==> src/rtl/odometer_meas_ctrl_pkg.sv <==
// Shared types and default sizes for the odometer measurement controller.
package odometer_meas_ctrl_pkg;

    // Measurement sequencer states
    typedef enum logic [1:0] {
        IDLE   = 2'd0,
        SETTLE = 2'd1,
        COUNT  = 2'd2,
        DONE   = 2'd3
    } state_t;

    localparam int DEF_CNT_W       = 16;
    localparam int DEF_WIN_W       = 16;
    localparam int DEF_SETTLE_CYC  = 8;
    localparam int DEF_SYNC_STAGES = 2;

endpackage

==> src/rtl/odometer_meas_ctrl_if.sv <==
// Core-side bus of the odometer measurement controller, plus the two
// divided oscillator returns and the oscillator enable.
interface odometer_meas_ctrl_if #(
    parameter int CNT_W = 16,
    parameter int WIN_W = 16
);
    logic                    START;
    logic [WIN_W-1:0]        WIN_LEN;
    logic                    OSC_REF_IN;
    logic                    OSC_STR_IN;
    logic                    ROSC_EN;
    logic                    BUSY;
    logic                    DONE;
    logic [CNT_W-1:0]        CNT_REF;
    logic [CNT_W-1:0]        CNT_STR;
    logic signed [CNT_W:0]   DIFF;
    logic                    OVF;

    modport master (
        output START, WIN_LEN, OSC_REF_IN, OSC_STR_IN,
        input  ROSC_EN, BUSY, DONE, CNT_REF, CNT_STR, DIFF, OVF
    );

    modport slave (
        input  START, WIN_LEN, OSC_REF_IN, OSC_STR_IN,
        output ROSC_EN, BUSY, DONE, CNT_REF, CNT_STR, DIFF, OVF
    );
endinterface

==> src/rtl/odometer_meas_ctrl_edge_sync.sv <==
// Multi-flop synchronizer for an asynchronous oscillator return, followed by
// a single-cycle rising-edge pulse in the CLK domain.
module odometer_edge_sync #(
    parameter int SYNC_STAGES = 2
) (
    input  logic i_clk,
    input  logic i_rst,
    input  logic i_async,
    output logic o_rise
);
    logic [SYNC_STAGES-1:0] r_sync;
    logic                   r_sync_d;

    // Shift the async level through the synchronizer, keep one delayed copy
    always_ff @(posedge i_clk or posedge i_rst) begin
        if (i_rst) begin
            r_sync   <= '0;
            r_sync_d <= 1'b0;
        end else begin
            r_sync   <= {r_sync[SYNC_STAGES-2:0], i_async};
            r_sync_d <= r_sync[SYNC_STAGES-1];
        end
    end

    assign o_rise = r_sync[SYNC_STAGES-1] & ~r_sync_d;
endmodule

==> src/rtl/odometer_meas_ctrl.sv <==
// Odometer measurement controller: enables the reference and stressed ring
// oscillators, counts their edges over a programmable window and reports
// both counts plus their signed difference (the aging metric).
module odometer_meas_ctrl
    import odometer_meas_ctrl_pkg::*;
#(
    parameter int CNT_W       = DEF_CNT_W,
    parameter int WIN_W       = DEF_WIN_W,
    parameter int SETTLE_CYC  = DEF_SETTLE_CYC,
    parameter int SYNC_STAGES = DEF_SYNC_STAGES
) (
    input  logic                 CLK,
    input  logic                 RST,
    odometer_meas_ctrl_if.slave  bus
);
    localparam logic [WIN_W-1:0] SETTLE_LAST = WIN_W'(SETTLE_CYC - 1);

    state_t                r_state;
    logic [WIN_W-1:0]      r_win;
    logic [WIN_W-1:0]      r_tmr;
    logic [CNT_W-1:0]      r_cnt_ref;
    logic [CNT_W-1:0]      r_cnt_str;
    logic                  r_rosc_en;
    logic                  r_busy;
    logic                  r_done;
    logic [CNT_W-1:0]      r_res_ref;
    logic [CNT_W-1:0]      r_res_str;
    logic signed [CNT_W:0] r_res_diff;
    logic                  r_res_ovf;
    logic                  w_rise_ref;
    logic                  w_rise_str;
    logic signed [CNT_W:0] w_diff;

    // Saturating increment: a full counter stays at all-ones
    function automatic logic [CNT_W-1:0] sat_inc(input logic [CNT_W-1:0] c,
                                                 input logic rise);
        if (rise && (c != '1))
            return c + 1'b1;
        return c;
    endfunction

    odometer_edge_sync #(.SYNC_STAGES(SYNC_STAGES)) u_sync_ref (
        .i_clk   (CLK),
        .i_rst   (RST),
        .i_async (bus.OSC_REF_IN),
        .o_rise  (w_rise_ref)
    );

    odometer_edge_sync #(.SYNC_STAGES(SYNC_STAGES)) u_sync_str (
        .i_clk   (CLK),
        .i_rst   (RST),
        .i_async (bus.OSC_STR_IN),
        .o_rise  (w_rise_str)
    );

    // Difference of the saturated counts, both zero-extended before subtracting
    assign w_diff = $signed({1'b0, r_cnt_ref}) - $signed({1'b0, r_cnt_str});

    // Measurement sequencer with registered outputs and edge counters
    always_ff @(posedge CLK or posedge RST) begin
        if (RST) begin
            r_state    <= IDLE;
            r_win      <= '0;
            r_tmr      <= '0;
            r_cnt_ref  <= '0;
            r_cnt_str  <= '0;
            r_rosc_en  <= 1'b0;
            r_busy     <= 1'b0;
            r_done     <= 1'b0;
            r_res_ref  <= '0;
            r_res_str  <= '0;
            r_res_diff <= '0;
            r_res_ovf  <= 1'b0;
        end else begin
            r_done <= 1'b0;
            case (r_state)
                IDLE: begin
                    r_busy <= 1'b0;
                    if (bus.START) begin
                        r_busy    <= 1'b1;
                        r_cnt_ref <= '0;
                        r_cnt_str <= '0;
                        if (bus.WIN_LEN != '0) begin
                            r_win     <= bus.WIN_LEN;
                            r_tmr     <= SETTLE_LAST;
                            r_rosc_en <= 1'b1;
                            r_state   <= SETTLE;
                        end else begin
                            // Empty window: report zeros without enabling the oscillators
                            r_state <= DONE;
                        end
                    end
                end
                SETTLE: begin
                    if (r_tmr == '0) begin
                        r_tmr     <= r_win - 1'b1;
                        r_cnt_ref <= '0;
                        r_cnt_str <= '0;
                        r_state   <= COUNT;
                    end else begin
                        r_tmr <= r_tmr - 1'b1;
                    end
                end
                COUNT: begin
                    r_cnt_ref <= sat_inc(r_cnt_ref, w_rise_ref);
                    r_cnt_str <= sat_inc(r_cnt_str, w_rise_str);
                    if (r_tmr == '0) begin
                        r_rosc_en <= 1'b0;
                        r_state   <= DONE;
                    end else begin
                        r_tmr <= r_tmr - 1'b1;
                    end
                end
                DONE: begin
                    r_res_ref  <= r_cnt_ref;
                    r_res_str  <= r_cnt_str;
                    r_res_diff <= w_diff;
                    r_res_ovf  <= (r_cnt_ref == '1) || (r_cnt_str == '1);
                    r_done     <= 1'b1;
                    r_state    <= IDLE;
                end
                default: r_state <= IDLE;
            endcase
        end
    end

    assign bus.ROSC_EN = r_rosc_en;
    assign bus.BUSY    = r_busy;
    assign bus.DONE    = r_done;
    assign bus.CNT_REF = r_res_ref;
    assign bus.CNT_STR = r_res_str;
    assign bus.DIFF    = r_res_diff;
    assign bus.OVF     = r_res_ovf;
endmodule

==> src/flat_wrapper.sv <==
// flat-port wrapper written by rule: the top's interface ports become plain ports
module odometer_meas_ctrl_flat import odometer_meas_ctrl_pkg::*;
#(
    parameter int CNT_W       = DEF_CNT_W,
    parameter int WIN_W       = DEF_WIN_W,
    parameter int SETTLE_CYC  = DEF_SETTLE_CYC,
    parameter int SYNC_STAGES = DEF_SYNC_STAGES
)
  (CLK, RST, bus_START, bus_WIN_LEN, bus_OSC_REF_IN, bus_OSC_STR_IN, bus_ROSC_EN, bus_BUSY, bus_DONE, bus_CNT_REF, bus_CNT_STR, bus_DIFF, bus_OVF);
  odometer_meas_ctrl_if #(.CNT_W(CNT_W), .WIN_W(WIN_W)) bus_i ();
  input  logic CLK;
  input  logic RST;
  input wire logic [$bits(bus_i.START)-1:0] bus_START;
  input wire logic [$bits(bus_i.WIN_LEN)-1:0] bus_WIN_LEN;
  input wire logic [$bits(bus_i.OSC_REF_IN)-1:0] bus_OSC_REF_IN;
  input wire logic [$bits(bus_i.OSC_STR_IN)-1:0] bus_OSC_STR_IN;
  output wire logic [$bits(bus_i.ROSC_EN)-1:0] bus_ROSC_EN;
  output wire logic [$bits(bus_i.BUSY)-1:0] bus_BUSY;
  output wire logic [$bits(bus_i.DONE)-1:0] bus_DONE;
  output wire logic [$bits(bus_i.CNT_REF)-1:0] bus_CNT_REF;
  output wire logic [$bits(bus_i.CNT_STR)-1:0] bus_CNT_STR;
  output wire logic [$bits(bus_i.DIFF)-1:0] bus_DIFF;
  output wire logic [$bits(bus_i.OVF)-1:0] bus_OVF;
  assign bus_i.START = bus_START;
  assign bus_i.WIN_LEN = bus_WIN_LEN;
  assign bus_i.OSC_REF_IN = bus_OSC_REF_IN;
  assign bus_i.OSC_STR_IN = bus_OSC_STR_IN;
  assign bus_ROSC_EN = bus_i.ROSC_EN;
  assign bus_BUSY = bus_i.BUSY;
  assign bus_DONE = bus_i.DONE;
  assign bus_CNT_REF = bus_i.CNT_REF;
  assign bus_CNT_STR = bus_i.CNT_STR;
  assign bus_DIFF = bus_i.DIFF;
  assign bus_OVF = bus_i.OVF;
  odometer_meas_ctrl #(.CNT_W(CNT_W), .WIN_W(WIN_W), .SETTLE_CYC(SETTLE_CYC), .SYNC_STAGES(SYNC_STAGES)) u_core (.CLK(CLK), .RST(RST), .bus(bus_i));
endmodule
==> config.mk <==
export PLATFORM = sky130hd
export DESIGN_NAME = odometer_meas_ctrl_flat
export DESIGN_NICKNAME = d
export VERILOG_FILES = /design/src/rtl/odometer_meas_ctrl_pkg.sv /design/src/rtl/odometer_meas_ctrl_if.sv /design/src/rtl/odometer_meas_ctrl_edge_sync.sv /design/src/rtl/odometer_meas_ctrl.sv /design/src/flat_wrapper.sv
export SDC_FILE = /design/constraint.sdc
export NUM_CORES = 1
export LEC_CHECK = 0
export CAP_MARGIN = 10
export CORE_UTILIZATION = 45
export CTS_CLUSTER_SIZE = 16
export DETAILED_ROUTE_END_ITERATION = 8
export PLACE_DENSITY = 0.66
export SLEW_MARGIN = 20
export SYNTH_ARGS = -nofsm -noshare
export SYNTH_HDL_FRONTEND = slang
export SYNTH_HIERARCHICAL = 1
export SYNTH_SLANG_ARGS = --single-unit
export TNS_END_PERCENT = 50
==> constraint.sdc <==
create_clock -name CLK -period 6.3 [get_ports CLK]
set_input_delay 0.63 -clock CLK [delete_from_list [all_inputs] [get_ports CLK]]
set_output_delay 0.63 -clock CLK [all_outputs]
set_load 0.02 [all_outputs]
Yosys cells after proc, flatten, opt, wreduce, memory -nomap -nowiden
Cells that the tools add are included.
{"block": "totals", "out_inout_bits": 53, "wordCells": 81, "ff_bits": 125}
{"block": "classes", "n_addsub": 5, "n_bitwise": 4, "n_eq_ne": 14, "reduce_logical": 14, "n_mux": 28}
{"operator": "2-to-1 mux 16 bit", "count": 10}
{"operator": "one-hot mux 16 bit (3 select lines)", "count": 3}
{"operator": "adder 16 x 1 -> 16 bit, second input constant", "count": 2}
{"operator": "== test 16 bit, second input constant", "count": 2}
{"operator": "!= test 16 bit, second input constant", "count": 2}
{"operator": "subtractor 16 x 1 -> 16 bit, second input constant", "count": 2}
{"operator": "subtractor 16 x 16 -> 17 bit", "count": 1}
{"operator": "logical NOT 16 bit", "count": 1}
{"operator": "AND reduction 4 bit", "count": 4}
{"operator": "nonzero test 16 bit", "count": 1}
{"operator": "!= test 2 x 1 -> 1 bit, second input constant", "count": 5}
{"operator": "2-to-1 mux 1 bit", "count": 9}
{"operator": "2-to-1 mux 2 bit", "count": 4}
{"operator": "one-hot mux 2 bit (4 select lines)", "count": 1}
{"operator": "AND reduction 3 bit", "count": 2}
{"operator": "== test 2 bit, second input constant", "count": 2}
{"operator": "!= test 2 bit, second input constant", "count": 2}
{"operator": "nonzero test 3 bit", "count": 1}
{"operator": "bitwise AND 1 bit", "count": 2}
{"operator": "== test 2 x 1 -> 1 bit, second input constant", "count": 1}
{"operator": "logical AND 1 bit", "count": 2}
{"operator": "logical NOT 2 bit", "count": 1}
{"operator": "inverter 1 bit", "count": 2}
{"operator": "one-hot mux 1 bit (2 select lines)", "count": 1}
{"operator": "2 further kinds", "count": 2}

Logic depth before layout (Yosys ltp)
Gate-level depths: netlist of the first run.
{"block": "logic_depth", "word_depth": 7, "depth_mapped": 10}

By module
The synthesis of the first run kept the hierarchy.
{"module": "odometer_meas_ctrl", "cells_per_inst": 660, "instances": 1, "seq_area_each_um2": 2977.9, "area_each_um2": 6572.6}
{"module": "odometer_edge_sync", "cells_per_inst": 5, "instances": 2, "seq_area_each_um2": 75.1, "area_each_um2": 92.6}

Least setup slack after synthesis of the first run
OpenSTA, ideal clock, no wires.
{"block": "synth_timing", "path_type": "register to register", "from": "reg u_core.r_cnt_str[2]", "to": "reg u_core.r_res_diff[14] (netlist: u_core/bus.DIFF[14])", "t_arrival_ps": 2154, "period_less_slack_ps": 2278, "stages_incl_launch_ff": 10, "n_path_buf": 0, "required_time_ps": 6175, "path_slack_ps": 4022, "path_cell_list": "dfrtp_1 inv_1 ha_1 nor2b_1 o31a_1 nor4_1 o21ai_1 a41oi_1 xnor2_1 mux2_2"}
{"block": "synth_via", "elab_chain_len": 1}
{"item": "from (decl)", "line_no": "odometer_meas_ctrl.sv:22", "rtl": "logic [CNT_W-1:0] r_cnt_str;"}
{"item": "from (signal assigned)", "line_no": "odometer_meas_ctrl.sv:106", "rtl": "r_cnt_str <= sat_inc(r_cnt_str, w_rise_str);"}
{"item": "subtractor 16 x 16 -> 17 bit", "line_no": "odometer_meas_ctrl.sv:57", "rtl": "assign w_diff = $signed({1'b0, r_cnt_ref}) - $signed({1'b0, r_cnt_str});"}
{"item": "to (signal assigned)", "line_no": "odometer_meas_ctrl.sv:117", "rtl": "r_res_diff <= w_diff;"}
{"item": "to (decl)", "line_no": "odometer_meas_ctrl.sv:28", "rtl": "logic signed [CNT_W:0] r_res_diff;"}
No other way between the ends.
A chain may end at the register's enable or synchronous reset.

Worst setup path in the final report of the first run
{"block": "layout_timing", "from": "reg u_core.r_tmr[0]", "to": "reg u_core.r_cnt_ref[1]"}
{"block": "layout_via", "elab_chain_len": 3}
{"item": "from (decl)", "line_no": "odometer_meas_ctrl.sv:20", "rtl": "logic [WIN_W-1:0] r_tmr;"}
{"item": "from (signal assigned)", "line_no": "odometer_meas_ctrl.sv:96", "rtl": "r_tmr <= r_win - 1'b1;"}
{"item": "from (signal assigned)", "line_no": "odometer_meas_ctrl.sv:101", "rtl": "r_tmr <= r_tmr - 1'b1;"}
{"item": "from (signal assigned)", "line_no": "odometer_meas_ctrl.sv:111", "rtl": "r_tmr <= r_tmr - 1'b1;"}
{"item": "logical NOT 16 bit", "line_no": "odometer_meas_ctrl.sv:95", "rtl": "if (r_tmr == '0) begin"}
{"item": "!= test 2 x 1 -> 1 bit (no source line)"}
{"item": "AND reduction 4 bit (no source line)"}
{"item": "to (signal assigned)", "line_no": "odometer_meas_ctrl.sv:105", "rtl": "r_cnt_ref <= sat_inc(r_cnt_ref, w_rise_ref);"}
{"item": "to (decl)", "line_no": "odometer_meas_ctrl.sv:21", "rtl": "logic [CNT_W-1:0] r_cnt_ref;"}
No other way between the ends.

==> reports/summary.json, run 1 <==
{
  "clocking": {
    "cts_tree": "yes",
    "clkSlewWorstSetupHoldPaths_ns": 0.06,
    "cts_inserted_buffers": 17,
    "maximum_number_of_buffers_from_clock_root_to_sink": 2,
    "cts_setup_buffers": 0,
    "clock-sinks": 125,
    "root_buffer": "clkbuf_16",
    "cts.hold.buffers_added": 0,
    "cts_htree_levels": 4,
    "cts_repair_resize_count": 0,
    "clk-insertion-delay-late_ns": 0.41
  },
  "timing": {
    "report.final.slew_viol_count": 0,
    "totalNegativeSetupSlack_ns": 0,
    "max_slew.worst_pin.slew_ns": 0.964,
    "holdWs_ns": 0.360,
    "min_period_ns": 3.22,
    "setup_repair_after_global_routing_missed_its_margin": "false",
    "worst_slew_margin_rel": 0.354,
    "final.period_utilization": 0.512,
    "timing.final.hold_violations": 0,
    "setup_violations": 0,
    "clock-skew-final_ns": 0.00939,
    "fmax_ghz": 0.310
  },
  "synthesis": {
    "synth.yosys.warnings": 6,
    "synth_enable_flop_cells": 0,
    "synth_nets": 716,
    "ys_ff_latch": 125,
    "synth.distinct_cells": 65,
    "synthFlopType": "dfrtp_1",
    "synth_async_sr_flop_share": 1.00,
    "syn_inst": 670,
    "netlist_area_sq_um": 6760,
    "ys_seq_area_frac": 0.463,
    "synthesis.area_per_instance_sq_um": 10.1
  },
  "run_status": {
    "outcome": "finished clean"
  },
  "final_layout": {
    "nets": 792,
    "drive_above_1_share": 0.140,
    "flow.area_growth_from_synthesis_pct": 22.1,
    "final_cell_count_no_fill": 943,
    "antenna_cells_inserted": 0,
    "multi_input_area_sq_um": 3410,
    "layout.cells.most_common": "dfrtp_1",
    "mostFrequentLayoutCells": "dfrtp_1, clkdlybuf4s50_1, nor2_1",
    "finalCoreUtilization": 0.566,
    "final-seq-area_sq_um": 3130,
    "filler_cell_count": 1272
  },
  "placed_design": {
    "place.port_buffers": 73,
    "dp_cells": 911,
    "gp_congestion": 0.887,
    "hpwl_mm": 12.4
  },
  "grt": {
    "first_global_vias": 5294,
    "grt_pass1_wl_mm": 27.5,
    "grt_overflow": 0,
    "grtUsageTotal": 0.227,
    "grt_max_degree": 76,
    "number_of_antenna_violations_at_the_first_check_in_global_routing": 0
  },
  "worst_setup_path": {
    "cp_data_required_time_ns": 6.60,
    "critical_path.max_fanout": 15,
    "start_kind": "flop",
    "critPathArrivalTime_ns": 3.52,
    "timing.setup.critical_path_class": "flop to flop",
    "setup.worst_path.end_class": "flop"
  },
  "floorplan": {
    "die_area_sq_um": 15500,
    "rows": 44,
    "core_region_area_sq_um": 14600,
    "die_width_um": 125,
    "initial_core_util": 0.463,
    "io_pins": 74,
    "die_height_um": 125
  },
  "pwr": {
    "power_density_nw_per_um2": 498,
    "ir_drop_mv": 0.252,
    "net-switching-power_mw": 1.69,
    "sequential_group_share_of_total_power": 0.298,
    "power_frac_comb": 0.468,
    "p_int_mw": 2.41,
    "power.clock.fraction": 0.233,
    "power.switching_fraction": 0.412,
    "power.static_leakage_nw": 3.58
  },
  "route": {
    "drtPass1Iterations": 7,
    "remaining_drc_errors": 0,
    "routed_wl_mm": 17.1,
    "antenna_left": 0,
    "routed_wire_length_per_instance_um": 18.1,
    "vias_per_cell": 5.75,
    "detail_route.iter0.violations": 357,
    "num_vias": 5421
  },
  "flow_run": {
    "drv.max_cap_violation_count": 0
  },
  "worst_hold_path": {
    "hold_path_class": "flop to flop"
  }
}
[power by group through the flow]
stage | Clock, mW | Sequential (mW) | Combinational (mW)
global placement | 0 | 1.23 | 1.87
floorplan | 0 | 1.30 | 1.23
CTS | 0.974 | 1.23 | 1.92
detailed placement | 0 | 1.24 | 1.90
global route | 1.02 | 1.26 | 2.08
finish | 0.959 | 1.23 | 1.92
[metal layers]
layer	GRT usage	wire length, um	vias to the layer above
met3	0.0468	655	27
li1	-	-	2574
met2	0.384	8650	136
met5	0	0	-
met4	0.0808	383	0
met1	0.286	7410	2684
[kinds of logic (layout without fill, tap and decap cells)]
| family | Yosys count | in the layout | share of synthesized area |
|---|---|---|---|
| and+or+nand+nor | 222 | 222 | 0.173 |
| buffers and inverters | 59 | 148 | 0.0335 |
| xor gates and xnor gates | 43 | 43 | 0.0557 |
| adders and majority gates | 25 | 25 | 0.0474 |
| muxes | 56 | 56 | 0.0933 |
| DFF | 125 | 125 | 0.463 |
| AOI/OAI and AO/OA | 140 | 140 | 0.134 |
[through the flow]
step	setup WS, ns	cell area (sq um)	total power [mW]
4_1_cts	3.10	8250	4.12
6_report	3.08	8250	4.11
2_1_floorplan	2.51	6760	2.53
3_3_place_gp	3.14	7670	3.10
3_5_place_dp	3.03	7670	3.14
5_1_grt	2.81	8250	4.36
[worst max-delay path, cell delays in order (launching register included)]
cell and delay, ns:
dfrtp_1 0.42, inv_1 0.09, ha_1 0.20, nor3b_2 0.40, and3_1 0.28, a31oi_1 0.22, nor3_2 0.81, buf_4 0.34
nor2_1 0.11, a22o_1 0.23
[cell usage after synthesis (15+ instances only)]
cell | instances | share of area
a21oi_1 | 31 | 0.023
clkbuf_1 | 15 | 0.0083
dfrtp_1 | 125 | 0.46
ha_1 | 24 | 0.044
inv_1 | 38 | 0.021
mux2_2 | 56 | 0.093
nand2_1 | 42 | 0.023
nand3_1 | 22 | 0.016
nor2_1 | 57 | 0.032
nor3_1 | 23 | 0.017
nor4_1 | 15 | 0.014
o21ai_0 | 33 | 0.024
o21ai_1 | 16 | 0.012
xnor2_1 | 35 | 0.045
[final cells by class]
class	count	area share
flip-flops and latches	125	0.379
clock buffers	21	0.0558
repair buffers	77	0.0922
well taps	184	0.0279
multi-input cells	486	0.413
inverters	39	0.0180
clock inverters	11	0.0143
[state kept, by name (all words and copies together), names as in the netlist, 2 cells and up]
| register | cells |
|---|---|
| u_core/bus.CNT_REF | 16 |
| u_core/bus.CNT_STR | 16 |
| u_core/bus.DIFF | 17 |
| u_core/r_cnt_ref | 16 |
| u_core/r_cnt_str | 16 |
| u_core/r_state | 2 |
| u_core/r_tmr | 16 |
| u_core/r_win | 16 |
| u_core/u_sync_ref/r_sync | 2 |
| u_core/u_sync_str/r_sync | 2 |
[final timing paths]
kind                                               end  cells past startpoint  slack, ns                        start
setup reg to reg                   u_core/r_cnt_ref[1]                      9       3.08              u_core/r_tmr[0]
max in group asynchronous        u_core/bus.CNT_REF[3]                      3       4.30                          RST
min in group asynchronous  u_core/u_sync_str/r_sync[0]                      2       0.49                          RST
hold reg to reg            u_core/u_sync_str/r_sync[1]                      0       0.36  u_core/u_sync_str/r_sync[0]
hold / removal             u_core/u_sync_str/r_sync[1]                      0       0.36  u_core/u_sync_str/r_sync[0]
setup / recovery                   u_core/r_cnt_ref[1]                      9       3.08              u_core/r_tmr[0]
Power figures use the tool's default switching activity.
==> inputs of run 2 (changes only) <==
--- a/config.mk
+++ b/config.mk
@@ -9,7 +9,7 @@
 export CORE_UTILIZATION = 45
 export CTS_CLUSTER_SIZE = 16
 export DETAILED_ROUTE_END_ITERATION = 8
-export PLACE_DENSITY = 0.66
+export PLACE_DENSITY = 0.69
 export SLEW_MARGIN = 20
 export SYNTH_ARGS = -nofsm -noshare
 export SYNTH_HDL_FRONTEND = slang
==> constraint.sdc (replaced) <==
create_clock -name CLK -period 2.75 [get_ports CLK]
set_input_delay 0.275 -clock CLK [delete_from_list [all_inputs] [get_ports CLK]]
set_output_delay 0.275 -clock CLK [all_outputs]
set_load 0.02 [all_outputs]
==> reports/summary.json, run 2 (synthesized netlist as in run 1, its figures left out) <==
{
  "clocking": {
    "cts_setup_buffers": {"value": 0, "change": "unchanged"},
    "root_buffer": {"value": "clkbuf_16", "change": "unchanged"},
    "cts_inserted_buffers": {"value": 17, "change": "unchanged"},
    "clkSlewWorstSetupHoldPaths": {"value": 0.06, "unit": "ns", "change": "about the same"},
    "clock-sinks": {"value": 125, "change": "unchanged"},
    "clk-insertion-delay-late": {"value": 0.42, "unit": "ns", "change": "was 0.41 ns"},
    "maximum_number_of_buffers_from_clock_root_to_sink": {"value": 2, "change": "unchanged"},
    "cts_tree": {"value": "yes", "change": "unchanged"},
    "cts_htree_levels": {"value": 4, "change": "unchanged"}
  },
  "run_status": {
    "outcome": {"value": "finished clean", "change": "unchanged"}
  },
  "route": {
    "routed_wire_length_per_instance": {"value": 17.4, "unit": "um", "change": "was 18.1 um"},
    "detail_route.iter0.violations": {"value": 377, "change": "was 357"},
    "num_vias": {"value": 5513, "change": "was 5421"},
    "vias_per_cell": {"value": 5.71, "change": "was 5.75"},
    "antenna_left": {"value": 0, "change": "unchanged"},
    "drtPass1Iterations": {"value": 5, "change": "was 7"},
    "routed_wl": {"value": 16.8, "unit": "mm", "change": "was 17.1 mm"},
    "remaining_drc_errors": {"value": 0, "change": "unchanged"}
  },
  "timing": {
    "min_period": {"value": 2.56, "unit": "ns", "change": "was 3.22 ns"},
    "setup_repair_after_global_routing_missed_its_margin": {"value": "false", "change": "unchanged"},
    "report.final.slew_viol_count": {"value": 0, "change": "unchanged"},
    "worst_slew_margin_rel": {"value": 0.569, "change": "was 0.354"},
    "max_slew.worst_pin.slew": {"value": 0.640, "unit": "ns", "change": "was 0.964 ns"},
    "setup_ws": {"value": 0.186, "unit": "ns", "change": "was 3.08 ns"},
    "totalNegativeSetupSlack": {"value": 0, "unit": "ns", "change": "unchanged"},
    "setup_violations": {"value": 0, "change": "unchanged"},
    "timing.final.hold_violations": {"value": 0, "change": "unchanged"},
    "clock-skew-final": {"value": 0.00547, "unit": "ns", "change": "was 0.00939 ns"},
    "final.period_utilization": {"value": 0.932, "change": "was 0.512"},
    "fmax": {"value": 0.390, "unit": "GHz", "change": "was 0.310 GHz"}
  },
  "grt": {
    "grt_max_degree": {"value": 65, "change": "was 76"},
    "grtUsageTotal": {"value": 0.226, "change": "was 0.227"},
    "first_global_vias": {"value": 5590, "change": "was 5294"},
    "grt_overflow": {"value": 0, "change": "unchanged"},
    "grt_pass1_wl": {"value": 27.9, "unit": "mm", "change": "was 27.5 mm"},
    "number_of_antenna_violations_at_the_first_check_in_global_routing": {"value": 0, "change": "unchanged"}
  },
  "worst_setup_path": {
    "critPathArrivalTime": {"value": 2.90, "unit": "ns", "change": "was 3.52 ns"},
    "cp_data_required_time": {"value": 3.08, "unit": "ns", "change": "was 6.60 ns"},
    "setup.worst_path.end_class": {"value": "flop", "change": "unchanged"},
    "critical_path.max_fanout": {"value": 11, "change": "was 15"},
    "start_kind": {"value": "flop", "change": "unchanged"},
    "timing.setup.critical_path_class": {"value": "flop to flop", "change": "unchanged"}
  },
  "floorplan": {
    "io_pins": {"value": 74, "change": "unchanged"},
    "core_region_area": {"value": 14600, "unit": "sq um", "change": "unchanged"},
    "rows": {"value": 44, "change": "unchanged"},
    "die_area": {"value": 15500, "unit": "sq um", "change": "unchanged"},
    "die_width": {"value": 125, "unit": "um", "change": "unchanged"},
    "initial_core_util": {"value": 0.463, "change": "unchanged"},
    "die_height": {"value": 125, "unit": "um", "change": "unchanged"}
  },
  "pwr": {
    "power.static_leakage": {"value": 3.70, "unit": "nW", "change": "was 3.58 nW"},
    "power_density": {"value": 1150, "unit": "nW/um^2", "change": "was 498 nW/um^2"},
    "post-layout-total-power": {"value": 9.80, "unit": "mW", "change": "was 4.11 mW"},
    "ir_drop": {"value": 0.749, "unit": "mV", "change": "was 0.252 mV"}
  },
  "final_layout": {
    "finalCoreUtilization": {"value": 0.585, "change": "was 0.566"},
    "final_cell_count_no_fill": {"value": 966, "change": "was 943"},
    "nets": {"value": 815, "change": "was 792"},
    "antenna_cells_inserted": {"value": 0, "change": "unchanged"},
    "layout.cells.most_common": {"value": "dfrtp_1", "change": "unchanged"},
    "flow.area_growth_from_synthesis": {"value": 26.3, "unit": "%", "change": "was 22.1%"},
    "mostFrequentLayoutCells": {"value": "dfrtp_1, clkdlybuf4s50_1, nor2_1", "change": "unchanged"},
    "drive_above_1_share": {"value": 0.173, "change": "was 0.140"},
    "largest_register_ff_count": {"value": 17, "change": "unchanged"}
  },
  "worst_hold_path": {
    "hold_path_class": {"value": "primary input to asynchronous set/reset pin", "change": "was flop to flop"}
  },
  "placed_design": {
    "dp_cells": {"value": 934, "change": "was 911"},
    "place.port_buffers": {"value": 73, "change": "unchanged"},
    "hpwl": {"value": 12.6, "unit": "mm", "change": "was 12.4 mm"},
    "pre_cts_ws": {"value": 0.118, "unit": "ns", "change": "was 3.03 ns"},
    "gp_congestion": {"value": 0.898, "change": "was 0.887"}
  },
  "flow_run": {
    "drv.max_cap_violation_count": {"value": 0, "change": "unchanged"}
  }
}
run 2: cell count changes in the layout (fill, tap and decap cells not counted), sizes merged:
| cell | before | now |
|---|---|---|
| buf | 4 | 27 |
| clkbuf | 21 | 18 |
| inv | 38 | 37 |
| bufinv | 2 | 4 |
| clkinv | 8 | 7 |
| clkinvlp | 2 | 5 |
run 2: critical path: stages, from the launching register on:
cell and delay [ns]:
dfrtp_1 0.44, inv_1 0.10, ha_1 0.19, nor3b_2 0.23
nand3_1 0.27, nor4_1 0.31, buf_4 0.23, a21o_1 0.29
buf_4 0.21, a21oi_1 0.05, o21ai_1 0.15
run 2: routing by layer:
layer | track usage | wire, um
met1 | 0.280 | 7160
met2 | 0.379 | 8380
met3 | 0.0408 | 736
met4 | 0.108 | 495
met5 | 0 | 0
run 2: power by group:
part | switching (mW) | internal, mW | total [mW] | leakage, nW
clock | 0.831 | 1.52 | 2.35 | 0.292
sequential | 0.471 | 2.34 | 2.81 | 1.64
combinational | 2.60 | 2.04 | 4.64 | 1.77
total | 3.90 | 5.90 | 9.80 | 3.70
run 2: stage by stage:
stage | hold WS [ns] | instance area [sq um]
after CTS | 0.114 | 8500
after global routing | 0.143 | 8540
after floorplan | 0.0286 | 6760
final | 0.125 | 8540
after detailed placement | 0.337 | 7870
after global placement | 0.336 | 7870
run 2: layout make-up:
class                      count  area (sq um)
tap                          184           230
sequential                   125          3130
multi-input combinational    486          3440
clock buffer                  18           429
inverter                      39           150
fill                        1193          6050
timing repair buffer         100           958
clock inverter                14           195
run 2: what timing repair did:
item | 4_1_cts | 5_1_grt
gates resized for setup | 0 | 6
endpoints found under the setup margin | 0 | 15
hold buffers | 0 | 0
run 2: final timing paths:
check	depth (start not counted)	endpoint	start	slack (ns)
max in group asynchronous	3	u_core/bus.DIFF[5]	RST	1.87
min in group CLK	1	u_core/u_sync_str/r_sync[0]	bus_OSC_STR_IN	0.30
worst max register to register	10	u_core/r_tmr[14]	u_core/r_tmr[0]	0.19
worst min register to register	0	u_core/u_sync_ref/r_sync[1]	u_core/u_sync_ref/r_sync[0]	0.35
worst max-delay path	10	u_core/r_tmr[14]	u_core/r_tmr[0]	0.19
worst min-delay path	2	u_core/u_sync_ref/r_sync[0]	RST	0.12
